## src/rtl/alu_res_decoder.sv

```systemverilog
// alu_res_decoder: FIFO buffer for packed ALU result words with flag event counters
// and a sticky zero-flag consistency check on every accepted word.
module alu_res_decoder #(
    parameter int WIDTH = 8,
    parameter int DEPTH = 4,
    parameter int CW    = 8
) (
    input  logic                     i_CLK,
    input  logic                     i_RSTn,
    input  logic [WIDTH+2:0]         i_D,
    input  logic                     i_VALID,
    output logic                     o_READY,
    output logic [WIDTH-1:0]         o_RESULT,
    output logic                     o_OVF,
    output logic                     o_CARRY,
    output logic                     o_ZERO,
    output logic                     o_VALID,
    input  logic                     i_READY,
    input  logic                     i_CLR_CNT,
    output logic [CW-1:0]            o_CNT_OVF,
    output logic [CW-1:0]            o_CNT_CARRY,
    output logic [CW-1:0]            o_CNT_ZERO,
    output logic                     o_ERR,
    output logic [$clog2(DEPTH):0]   o_LEVEL
);
    localparam int AW = $clog2(DEPTH);
    logic [WIDTH+2:0] r_mem [DEPTH];
    logic [AW-1:0]    r_wp, r_rp;
    logic [AW:0]      r_level;
    logic             r_live;
    logic [CW-1:0]    r_cnt_ovf, r_cnt_carry, r_cnt_zero;
    logic             r_err;
    logic             w_push, w_pop, w_bad;
    // r_live holds o_READY low until the first edge after reset release
    assign o_READY     = r_live && (r_level < (AW+1)'(DEPTH));
    assign o_VALID     = r_level != '0;
    assign w_push      = i_VALID && o_READY;
    assign w_pop       = o_VALID && i_READY;
    assign w_bad       = i_D[0] != (i_D[WIDTH+2:3] == '0);
    assign {o_RESULT, o_OVF, o_CARRY, o_ZERO} = r_mem[r_rp];
    assign o_LEVEL     = r_level;
    assign o_CNT_OVF   = r_cnt_ovf;
    assign o_CNT_CARRY = r_cnt_carry;
    assign o_CNT_ZERO  = r_cnt_zero;
    assign o_ERR       = r_err;
    always_ff @(posedge i_CLK) begin
        if (w_push) r_mem[r_wp] <= i_D;
    end
    always_ff @(posedge i_CLK or negedge i_RSTn) begin
        if (!i_RSTn) begin
            r_wp    <= '0;
            r_rp    <= '0;
            r_level <= '0;
            r_live  <= 1'b0;
        end else begin
            r_live  <= 1'b1;
            r_wp    <= r_wp + AW'(w_push);
            r_rp    <= r_rp + AW'(w_pop);
            r_level <= r_level + (AW+1)'(w_push) - (AW+1)'(w_pop);
        end
    end
    // Counters saturate at all-ones; clear wins over a same-cycle push
    always_ff @(posedge i_CLK or negedge i_RSTn) begin
        if (!i_RSTn) begin
            r_cnt_ovf   <= '0;
            r_cnt_carry <= '0;
            r_cnt_zero  <= '0;
            r_err       <= 1'b0;
        end else if (i_CLR_CNT) begin
            r_cnt_ovf   <= '0;
            r_cnt_carry <= '0;
            r_cnt_zero  <= '0;
            r_err       <= 1'b0;
        end else if (w_push) begin
            r_cnt_ovf   <= r_cnt_ovf + CW'(i_D[2] && !(&r_cnt_ovf));
            r_cnt_carry <= r_cnt_carry + CW'(i_D[1] && !(&r_cnt_carry));
            r_cnt_zero  <= r_cnt_zero + CW'(i_D[0] && !(&r_cnt_zero));
            r_err       <= r_err || w_bad;
        end
    end
endmodule
```

## config.mk

```make
export PLATFORM = sky130hd
export DESIGN_NAME = alu_res_decoder
export DESIGN_NICKNAME = d
export VERILOG_FILES = /design/src/rtl/alu_res_decoder.sv
export SDC_FILE = /design/constraint.sdc
export NUM_CORES = 1
export LEC_CHECK = 0
export CORE_MARGIN = 8
export CORE_UTILIZATION = 45
export DETAILED_ROUTE_END_ITERATION = 8
export PLACE_DENSITY = 0.72
export SLEW_MARGIN = 20
export SYNTH_ARGS = -nofsm -noshare
export SYNTH_HDL_FRONTEND = slang
export SYNTH_SLANG_ARGS = --single-unit
```

## constraint.sdc

```tcl
create_clock -name i_CLK -period 2.2 [get_ports i_CLK]
set_input_delay 0.44 -clock i_CLK [delete_from_list [all_inputs] [get_ports i_CLK]]
set_output_delay 0.44 -clock i_CLK [all_outputs]
set_load 0.05 [all_outputs]
```

After elaboration in Yosys (flattened, before gate mapping)
Memories as Yosys holds them, arrays and structs flattened.
Index checks and enable logic that the tools add are counted.
{"block": "totals", "register_bits": 33, "ram_bits": 44, "inputBits": 16, "wordCells": 44, "mem_count": 1}
{"memory": "r_mem", "words": 4, "word_bits": 11, "read_ports": 1, "rd_ports_with_merged_regs": 0, "wr": 1, "line": "27", "source": "logic [WIDTH+2:0] r_mem [DEPTH];"}
{"block": "classes", "add_sub_neg": 7, "order_cmp": 1, "eq_ne": 1, "muxes": 10, "n_reduce_logical": 16}
{"op": "$mux 8", "count": 6}
{"op": "$add 8x1->8", "count": 3}
{"op": "$reduce_and 8->1", "count": 3}
{"op": "$logic_not 8->1", "count": 1}
{"op": "$logic_and 1x1->1", "count": 6}
{"op": "$add 2x1->2", "count": 2}
{"op": "$mux 1", "count": 4}
{"op": "$add 3x1->3", "count": 1}
{"op": "$logic_not 1->1", "count": 3}
{"op": "$lt 3x3->1 const B", "count": 1}
{"op": "$reduce_bool 3->1", "count": 1}
{"op": "$sub 3x1->3", "count": 1}
{"op": "$reduce_bool 2->1", "count": 1}
{"op": "$logic_or 1x1->1", "count": 1}
{"op": "$ne 1x1->1", "count": 1}

Longest topological paths before layout
Gate-level depths: netlist of the first run.
{"block": "depth", "depth_word": 6, "mapped_depth": 9, "ltp_nobuf": 8}

Least setup slack after synthesis of the first run
OpenSTA, ideal clock, no wires.
{"block": "synth_timing", "path_type": "reg2reg", "from": "register r_level[2] (netlist: o_LEVEL[2])", "to": "memory r_mem[1][0] (netlist name) (enable)", "setup_time_ns": 0.396, "t_arrival_ns": 2.214, "path_slack_ns": -0.409, "path_stages_with_launch": 6, "period_less_slack_ns": 2.609, "path_cell_list": "dfrtp_1 -> nand3b_4 -> buf_6 -> buf_2 -> buf_4 -> nor3b_1"}
{"block": "synth_between", "elab_chain_len": 5}
{"element": "start, declared", "line": "29", "source": "logic [AW:0] r_level;"}
{"element": "start signal, assigned", "line": "59", "source": "r_level <= r_level + (AW+1)'(w_push) - (AW+1)'(w_pop);"}
{"element": "$lt 3x3->1", "line": "35", "source": "assign o_READY = r_live && (r_level < (AW+1)'(DEPTH));"}
{"element": "$logic_and 1x1->1", "line": "35"}
{"element": "$logic_and 1x1->1", "line": "37", "source": "assign w_push = i_VALID && o_READY;"}
{"element": "$mux 1", "line": "47", "source": "if (w_push) r_mem[r_wp] <= i_D;"}
{"element": "$mux 1 (not written as such)", "line": "47"}
{"element": "end, declared", "line": "27"}
No other way between the ends.

Worst setup path after layout of the first run
{"block": "layout_timing", "from": "register r_cnt_ovf[2] (netlist: o_CNT_OVF[2])", "to": "output port o_CNT_OVF[2]"}
{"element": "start, declared", "line": "31", "source": "logic [CW-1:0] r_cnt_ovf, r_cnt_carry, r_cnt_zero;"}
{"element": "start signal, assigned", "line": "75", "source": "r_cnt_ovf <= r_cnt_ovf + CW'(i_D[2] && !(&r_cnt_ovf));"}
{"element": "end, declared", "line": "20", "source": "output logic [CW-1:0] o_CNT_OVF,"}
No word-level cell between the ends.

==> flow_metrics.env, run 1 <==
export IMPL_period_needed_ns=2.130
export IMPL_powerDensity_nw_per_um2=1049
export IMPL_rsz0062_at_grt="no"
export IMPL_fin_ws_ns=0.06984
export IMPL_worstSetupPathType="flip-flop to primary output"
export IMPL_cts_root_buf="clkbuf_8"
export IMPL_nets=334
export IMPL_fmax_ghz=0.4694
export IMPL_crit_cells=1
export IMPL_clk_pin_slew_ns=0.09
export IMPL_syn_inst=226
export IMPL_postCtsSetupBuffers=0
export IMPL_r2r_setup_slack_ns=0.28
export IMPL_grt_pass1_wl_um=11070
export IMPL_outcome="completed"
export IMPL_rr_endpoint="o_CNT_CARRY[6]$_DFFE_PN0P_"
export IMPL_route_detailed_drc=0
export IMPL_rows=31
export IMPL_worstPathArrival_ns=1.69
export IMPL_clockPowerShare_pct=24.3
export IMPL_wl_um=6873
export IMPL_share_comb_of_total_power_pct=36.7
export IMPL_die_h_um=101.2
export IMPL_grt_max_degree=34
export IMPL_antenna_found_initial=0
export IMPL_end_kind="primary output"
export IMPL_cts_tree="done"
export IMPL_wl_per_cell_um=16.64
export IMPL_cpPeakStageDelay_ns=0.87
export IMPL_n_antenna_cell=0
export IMPL_ant_nets=0
export IMPL_startpoint_type="flip-flop"
export IMPL_final_hold_violation_count=0
export IMPL_die_x_um=101.2
export IMPL_cpLargestDelayFamily="buffers and inverters"
export IMPL_overflow=0
export IMPL_p_sw_share_pct=36.47
export IMPL_dieArea_um2=10240
export IMPL_leakagePower_nw=1.598
export IMPL_worst_slew_pin_slew_ns=0.5459
export IMPL_period_share_pct=96.83
export IMPL_num_fill_cells=602
export IMPL_synth_warnings=0
export IMPL_crit_path_start="o_CNT_OVF[2]$_DFFE_PN0P_"
export IMPL_dr_total_vias=2188
export IMPL_syn_nets=251
export IMPL_pre_cts_ws_ns=-0.03560
export IMPL_cts_inserted_buffers=9
export IMPL_first_iter_violations=82
export IMPL_layout_common_cells="edfxtp_1, clkdlybuf4s50_1, buf_4"
export IMPL_crit_fanout=6
export IMPL_dpl_hpwl_um=4856
export IMPL_syn_cell_area_um2=3267
export IMPL_cap_violations=0
export IMPL_slew_headroom_pct=63.61
export IMPL_postSynthRegisterBits=77
export IMPL_worstHoldPathType="input pin to asynchronous set/reset pin"
export IMPL_fin_util_pct=60.41
export IMPL_start_util_pct=45.77
export IMPL_drive_gt1_share_pct=21.34
export IMPL_r2r_start="o_CNT_CARRY[3]$_DFFE_PN0P_"
export IMPL_via_per_inst=5.298
export IMPL_avgSynthCellArea_um2=14.46
export IMPL_final_common_cell="edfxtp_1"
export IMPL_ir_worst_vdd_v=0.0003808
export IMPL_fin_skew_ns=0.01040
export IMPL_cts_htree_levels=3
export IMPL_ff2ff_path_depth=7
export IMPL_clkLatencyLatePin_ns=0.35
export IMPL_crit_path_end="o_CNT_OVF[2]"
export IMPL_crit_buf_inv=1
export IMPL_seqPwrFrac_pct=39.1
export IMPL_grt_pass1_vias=2236
export IMPL_io_pins=57
export IMPL_crit_chain="clkdlybuf4s50_1"
export IMPL_maxSlewViolCount=0
export IMPL_worstPathRequired_ns=1.76
export IMPL_clock_sinks=77
export IMPL_p_switching_mw=1.650
export IMPL_slowest_stage="clkdlybuf4s50_1"
export IMPL_io_buffers=56
export IMPL_gr_usage_all_layers_pct=14.11
export IMPL_syn_to_final_growth_pct=31.98
export IMPL_finalSetupViolations=0
export IMPL_clockBufferDepth=2
export IMPL_first_pass_iters=4
export IMPL_synth_cell_type_count=36
export IMPL_core_um2=7137
export IMPL_ys_seq_area_share_pct=65.72
export IMPL_place_congestion=0.7586
export IMPL_internal_power_mw=2.873
per-stage QoR:
stage	TNS (ns)	total power, mW	std cells	hold slack, ns	area (um^2)
6_report	0	4.523	413	0.4796	4312
5_1_grt	0	4.727	413	0.5378	4312
4_1_cts	0	4.576	413	0.4925	4312
3_5_place_dp	-0.1201	3.492	397	0.5410	4109
3_3_place_gp	0	3.468	397	0.5309	4109
2_1_floorplan	0	2.942	226	0.1444	3287
how the worst min path moves through the flow:
stage	from	endpoint	slack [ns]	depth (start not counted)
4_1_cts	i_RSTn	o_CNT_OVF[5]$_DFFE_PN0P_	0.49	2
3_3_place_gp	r_rp[0]$_DFF_PN0_	r_rp[0]$_DFF_PN0_	0.53	1
6_report	i_RSTn	o_CNT_ZERO[5]$_DFFE_PN0P_	0.48	2
3_5_place_dp	r_rp[0]$_DFF_PN0_	r_rp[0]$_DFF_PN0_	0.54	1
5_1_grt	i_RSTn	o_CNT_OVF[6]$_DFFE_PN0P_	0.54	2
2_1_floorplan	i_RSTn	o_CNT_CARRY[0]$_DFFE_PN0P_	0.14	0
area by class of cell:
| type | instances | area (um^2) | share of cell area (%) |
|---|---|---|---|
| clock buffer | 9 | 123.9 | 2.873 |
| clock inverter | 7 | 80.08 | 1.857 |
| inverter | 3 | 11.26 | 0.2612 |
| multi-input combinational | 138 | 1077 | 24.99 |
| sequential | 77 | 2148 | 49.83 |
| tap | 99 | 123.9 | 2.873 |
| timing repair buffer | 80 | 747.0 | 17.32 |
sequential cells by signal, indices dropped and copies added (netlist names):
name	flops
o_CNT_OVF	8
o_LEVEL	3
r_mem	44
r_live	1
o_CNT_ZERO	8
o_ERR	1
o_CNT_CARRY	8
r_rp	2
r_wp	2
metal layers:
metal / up-vias / global-route usage [%] / part of all wire [%]
met1: 1065 / 17.75 / 45
met3: 14 / 4.948 / 7.3
li1: 1041 / - / -
met5: - / 0 / 0
met2: 68 / 21.66 / 46
met4: 0 / 5.842 / 1.3
cell families (layout without fill, tap and decap cells):
| group | count (synthesis) | after routing | share of synthesized area (%) |
|---|---|---|---|
| AO/OA/AOI/OAI | 41 | 41 | 7.277 |
| XOR/XNOR | 9 | 9 | 2.413 |
| AND/OR/NAND/NOR | 67 | 67 | 11.53 |
| multiplexers | 11 | 11 | 7.583 |
| other | 1 | 1 | 0.1148 |
| buffers and inverters | 11 | 99 | 1.685 |
| flip-flops | 77 | 77 | 65.72 |
| adder cells (fa/ha/maj) | 9 | 9 | 3.677 |
cells in the mapped netlist:
cell        n  area (um^2)
nor4_1      2        12.51
or4_1       6        45.04
fa_1        1        20.02
dfrtp_1    33        825.8
nor2_1      6        22.52
ha_1        8        100.1
nand2_1    21        78.83
edfxtp_1   44         1321
clkinv_1    1        3.750
buf_6       1        11.26
a2111oi_0   1        8.760
and3_1      1        6.260
inv_1       2        7.510
clkbuf_1    3        11.26
buf_1       1        3.750
buf_2       2        10.01
nor2b_1     1        6.260
xnor2_1     4        35.03
nor3b_1     1        7.510
nand4_1     9        56.30
conb_1      1        3.750
nand3_1     3        15.01
mux4_2     11        247.7
buf_4       1        7.510
a311o_1     1        10.01
nor3_1      2        10.01
nand4b_1    3        26.28
or3_1      10        62.56
o31ai_1     6        45.04
o21a_1      2        15.01
and2b_1     1        7.510
o31a_1      1        8.760
a21oi_1    21        105.1
nand3b_4    1        20.02
o21ai_0     9        45.04
xor2_1      5        43.79
power by group through the flow:
stage | Clock (mW) | Combinational, mW | Sequential [mW]
6_report | 1.10 | 1.66 | 1.77
5_1_grt | 1.18 | 1.76 | 1.78
4_1_cts | 1.12 | 1.69 | 1.77
3_5_place_dp | 0 | 1.70 | 1.79
3_3_place_gp | 0 | 1.67 | 1.79
2_1_floorplan | 0 | 1.02 | 1.92
what timing repair did:
item,4_1_cts,5_1_grt
hold buffers,0,0
endpoints found under the hold margin,0,0
gates resized for setup,1,0
endpoints found under the setup margin,1,0
Power figures use the tool's default switching activity.
==> inputs of run 2 (changes only) <==
--- a/config.mk
+++ b/config.mk
@@ -5,7 +5,7 @@
 export SDC_FILE = /design/constraint.sdc
 export NUM_CORES = 1
 export LEC_CHECK = 0
-export CORE_MARGIN = 8
+export CORE_MARGIN = 5
 export CORE_UTILIZATION = 45
 export DETAILED_ROUTE_END_ITERATION = 8
 export PLACE_DENSITY = 0.72
==> flow_metrics.env, run 2 (same netlist as run 1, synthesis figures left out) <==
export IMPL_grt_max_degree=34
export IMPL_clkLatencyLatePin_ns=0.34
export IMPL_grt_pass1_vias=2168
export IMPL_grt_pass1_wl_um=11150
export IMPL_p_switching_mw=1.620
export IMPL_wl_met2_um=3458
export IMPL_period_share_pct=96.18
export IMPL_leakagePower_nw=1.584
export IMPL_rows=31
export IMPL_dr_total_vias=2202
export IMPL_ir_worst_vdd_v=0.0004115
export IMPL_postCtsHoldBufs=0
export IMPL_maxSlewViolCount=0
export IMPL_ant_nets=0
export IMPL_powerDensity_nw_per_um2=1068
export IMPL_wl_um=6945
export IMPL_top_layer="met4"
export IMPL_overflow=0
export IMPL_dieArea_um2=9064
export IMPL_routedLengthMet1_um=3013
export IMPL_crit_top_cell="buf_4"
export IMPL_r2r_start="o_CNT_ZERO[3]$_DFFE_PN0P_"
export IMPL_cap_violations=0
export IMPL_end_kind="primary output"
export IMPL_route_detailed_drc=0
export IMPL_cts_resized=2
export IMPL_share_comb_of_total_power_pct=35.2
export IMPL_io_pins=57
export IMPL_fmax_ghz=0.4726
export IMPL_layout_common_cells="edfxtp_1, clkdlybuf4s50_1, buf_4"
export IMPL_worstPathArrival_ns=1.68
export IMPL_p_sw_share_pct=35.17
export IMPL_clk_pin_slew_ns=0.08
export IMPL_antenna_found_initial=0
export IMPL_dpl_hpwl_um=4899
export IMPL_first_pass_iters=4
export IMPL_rsz0062_at_grt="no"
export IMPL_finalSetupViolations=0
export IMPL_io_buffers=56
export IMPL_outcome="completed"
export IMPL_gr_usage_all_layers_pct=16.53
export IMPL_worstPathRequired_ns=1.76
export IMPL_startpoint_type="flip-flop"
export IMPL_syn_to_final_growth_pct=32.02
export IMPL_nets=333
export IMPL_final_common_cell="edfxtp_1"
export IMPL_period_needed_ns=2.116
export IMPL_clock_sinks=77
export IMPL_clockPowerShare_pct=25.7
export IMPL_cts_root_buf="clkbuf_8"
export IMPL_cts_tree="done"
export IMPL_crit_fanout=6
export IMPL_die_x_um=95.21
export IMPL_final_hold_violation_count=0
export IMPL_largest_register="r_mem"
export IMPL_slew_headroom_pct=61.19
export IMPL_core_um2=7176
export IMPL_dp_cells=396
export IMPL_fin_cells=412
export IMPL_cts_inserted_buffers=9
export IMPL_drive_gt1_share_pct=21.41
export IMPL_wl_per_cell_um=16.86
export IMPL_via_per_inst=5.345
export IMPL_worstHoldPathType="input pin to asynchronous set/reset pin"
export IMPL_seqPwrFrac_pct=39.1
export IMPL_place_congestion=0.7954
export IMPL_internal_power_mw=2.986
export IMPL_worst_slew_pin_slew_ns=0.5821
export IMPL_first_iter_violations=94
export IMPL_crit_chain="buf_4, mux4_2, buf_4"
export IMPL_n_antenna_cell=0
export IMPL_slowest_stage="mux4_2"
export IMPL_clockBufferDepth=2
export IMPL_postCtsSetupBuffers=0
export IMPL_num_fill_cells=563
export IMPL_worstSetupPathType="flip-flop to primary output"
export IMPL_fin_skew_ns=0.008720
export IMPL_start_util_pct=45.53
export IMPL_largest_reg_flops=44
export IMPL_final_setup_tns_ns=0
export IMPL_cpPeakStageDelay_ns=0.51
export IMPL_die_h_um=95.21
export IMPL_dr_wl_met3_um=401
export IMPL_cts_htree_levels=3
export IMPL_crit_path_start="r_rp[0]$_DFF_PN0_"
## run 2: changes by cell type in the layout (fill, tap and decap cells not counted)
cell,previous run,this run
buf_12,3,2
inv_6,3,0
dfrtp_2,1,2
clkbuf_8,9,10
bufinv_16,1,2
dfrtp_1,32,31
clkinvlp_4,0,3
inv_8,1,0
clkinv_4,1,0
## run 2: critical path: cells and delay by family, from the launching register on
kind / cells / cell delay, ns
flops: 1 / 0.42
mux: 1 / 0.51
buf+inv: 2 / 0.40
## run 2: metrics by stage
stage	hold WS, ns	instance area (um^2)	power, mW	setup slack (ns)	utilization (%)
after floorplan	0.1444	3287	2.942	0.02986	-
after global placement	0.5523	4089	3.445	0.05051	56.98
after detailed placement	0.5593	4089	3.484	0.01708	56.98
after CTS	0.4932	4313	4.656	0.05142	60.10
after global routing	0.5230	4313	4.805	0.006724	60.10
final	0.4934	4313	4.606	0.08411	60.10
## run 2: final cells by class
class                      count  area, um^2  area share (%)
sequential                    77        2150           49.84
multi-input combinational    138        1077           24.98
timing repair buffer          79       726.9           16.86
clock buffer                  10       137.6           3.191
tap                           99       123.9           2.872
clock inverter                 6       86.33           2.002
inverter                       3       11.26          0.2611
## run 2: final timing paths
kind                                                   to  slack (ns)  cells after the start
worst max-delay path                          o_RESULT[6]        0.08                      3
worst min-delay path            o_CNT_ZERO[2]$_DFFE_PN0P_        0.49                      2
worst max register to register  o_CNT_ZERO[4]$_DFFE_PN0P_        0.35                      8
worst min register to register          r_rp[0]$_DFF_PN0_        0.53                      1
max in group asynchronous               r_rp[0]$_DFF_PN0_        1.37                      2
min in group i_CLK                      r_rp[0]$_DFF_PN0_        0.53                      1
## run 2: routing by layer
metal  track usage [%]  vias up
met5                 0        -
met4             7.212        0
met3             3.788        6
met2             26.82       65
met1             21.27     1095
li1                  -     1036
## run 2: power groups by stage
stage          combinational [mW]  clock (mW)  sequential (mW)
6_report                     1.62        1.18             1.80
2_1_floorplan                1.02           0             1.92
4_1_cts                      1.65        1.21             1.80
3_3_place_gp                 1.62           0             1.82
3_5_place_dp                 1.65           0             1.83
5_1_grt                      1.72        1.26             1.82
==> inputs of run 3 (changes only) <==
--- a/config.mk
+++ b/config.mk
@@ -5,9 +5,10 @@
 export SDC_FILE = /design/constraint.sdc
 export NUM_CORES = 1
 export LEC_CHECK = 0
-export CORE_MARGIN = 5
+export CORE_MARGIN = 2
 export CORE_UTILIZATION = 45
 export DETAILED_ROUTE_END_ITERATION = 8
+export GPL_ROUTABILITY_DRIVEN = 1
 export PLACE_DENSITY = 0.72
 export SLEW_MARGIN = 20
 export SYNTH_ARGS = -nofsm -noshare
==> flow_metrics.env, run 3 (same netlist as run 1, synthesis figures left out) <==
export IMPL_outcome="completed"
export IMPL_end_kind="primary output"
export IMPL_slew_headroom_pct=59.81
export IMPL_cap_violations=0
export IMPL_ir_worst_vdd_v=0.0002961
export IMPL_n_antenna_cell=0
export IMPL_io_pins=57
export IMPL_clk_pin_slew_ns=0.09
export IMPL_antenna_found_initial=0
export IMPL_cts_htree_levels=3
export IMPL_dp_cells=393
export IMPL_rows=31
export IMPL_largest_reg_flops=44
export IMPL_crit_fanout=6
export IMPL_fin_ws_ns=0.09833
export IMPL_fin_skew_ns=0.007809
export IMPL_slowest_stage="clkdlybuf4s50_1"
export IMPL_seqPwrFrac_pct=40.2
export IMPL_die_x_um=89.21
export IMPL_placed_area_um2=4079
export IMPL_total_power_mw=4.436
export IMPL_worstPathArrival_ns=1.66
export IMPL_p_sw_share_pct=37.80
export IMPL_powerDensity_nw_per_um2=1040
export IMPL_worstPathRequired_ns=1.76
export IMPL_start_util_pct=45.77
export IMPL_grt_pass1_vias=2162
export IMPL_nets=330
export IMPL_p_switching_mw=1.677
export IMPL_wl_per_cell_um=16.21
export IMPL_dieArea_um2=7958
export IMPL_die_h_um=89.21
export IMPL_fin_hold_ws_ns=0.4852
export IMPL_syn_to_final_growth_pct=30.60
export IMPL_worstHoldPathType="input pin to asynchronous set/reset pin"
export IMPL_final_hold_violation_count=0
export IMPL_io_buffers=56
export IMPL_worst_slew_pin_slew_ns=0.6029
export IMPL_finalSetupViolations=0
export IMPL_internal_power_mw=2.759
export IMPL_layout_common_cells="edfxtp_1, clkdlybuf4s50_1, dfrtp_1"
export IMPL_final_setup_tns_ns=0
export IMPL_cts_root_buf="clkbuf_8"
export IMPL_startpoint_type="flip-flop"
export IMPL_grt_max_degree=34
export IMPL_pre_cts_ws_ns=-0.1380
export IMPL_cpPeakStageDelay_ns=0.85
export IMPL_dpl_hpwl_um=4444
export IMPL_share_comb_of_total_power_pct=36.9
export IMPL_final_common_cell="edfxtp_1"
export IMPL_cpLargestDelayFamily="buffers and inverters"
export IMPL_cts_tree="done"
export IMPL_rsz0062_at_grt="no"
export IMPL_largest_register="r_mem"
export IMPL_clkLatencyLatePin_ns=0.35
export IMPL_period_share_pct=95.53
export IMPL_crit_buf_inv=1
export IMPL_drive_gt1_share_pct=20.65
export IMPL_dr_total_vias=2181
export IMPL_first_iter_violations=97
export IMPL_postCtsSetupBuffers=0
export IMPL_overflow=0
export IMPL_route_detailed_drc=0
export IMPL_ant_nets=0
export IMPL_fin_cells=409
export IMPL_design_area_um2=4267
export IMPL_core_um2=7137
export IMPL_first_pass_iters=4
export IMPL_cts_inserted_buffers=9
export IMPL_leakagePower_nw=1.569
export IMPL_period_needed_ns=2.102
export IMPL_wl_um=6628
export IMPL_maxSlewViolCount=0
export IMPL_clock_sinks=77
export IMPL_crit_chain="clkdlybuf4s50_1"
export IMPL_place_congestion=0.7437
export IMPL_fin_util_pct=59.78
export IMPL_via_per_inst=5.333
export IMPL_gr_usage_all_layers_pct=18.43
export IMPL_worstSetupPathType="flip-flop to primary output"
export IMPL_clockBufferDepth=2
export IMPL_clockPowerShare_pct=22.9
export IMPL_grt_pass1_wl_um=10910
export IMPL_fmax_ghz=0.4758
==> run 3: final timing paths <==
kind	startpoint	end	slack, ns	depth (start not counted)
min in group i_CLK	o_LEVEL[0]$_DFF_PN0_	o_LEVEL[0]$_DFF_PN0_	0.56	1
worst max-delay path	o_CNT_OVF[2]$_DFFE_PN0P_	o_CNT_OVF[2]	0.1	1
worst min register to register	o_LEVEL[0]$_DFF_PN0_	o_LEVEL[0]$_DFF_PN0_	0.56	1
worst min-delay path	i_RSTn	o_CNT_ZERO[3]$_DFFE_PN0P_	0.49	2
max in group asynchronous	i_RSTn	o_LEVEL[2]$_DFF_PN0_	1.38	2
worst max register to register	o_CNT_OVF[3]$_DFFE_PN0P_	o_CNT_OVF[7]$_DFFE_PN0P_	0.28	7
==> run 3: power by group through the flow <==
stage	sequential (mW)	clock [mW]	combinational, mW
after floorplan	1.92	0	1.02
after global placement	1.81	0	1.65
after detailed placement	1.81	0	1.67
after CTS	1.78	1.05	1.66
after global routing	1.80	1.11	1.75
final	1.78	1.02	1.64
==> run 3: metal layers <==
layer / up-vias / global-route usage, % / routed length (um) / share of wire, %
met5: - / 0 / 0 / 0
li1: 1033 / - / - / -
met1: 1073 / 26.19 / 3059 / 46
met4: 0 / 7.327 / 86 / 1.3
met2: 65 / 28.42 / 3164 / 48
met3: 10 / 3.324 / 317 / 4.8
==> run 3: final cells by class <==
| cell class | count | area [um^2] |
|---|---|---|
| sequential | 77 | 2148 |
| inverter | 3 | 11.26 |
| fill | 581 | 2870 |
| multi-input combinational | 138 | 1077 |
| tap | 99 | 123.9 |
| clock inverter | 7 | 65.06 |
| timing repair buffer | 76 | 716.9 |
| clock buffer | 9 | 123.9 |
==> run 3: what timing repair did <==
| item | CTS | global route |
|---|---|---|
| hold buffers | 0 | 0 |
| endpoints found under the setup margin | 1 | 0 |
| resized for setup | 1 | 0 |
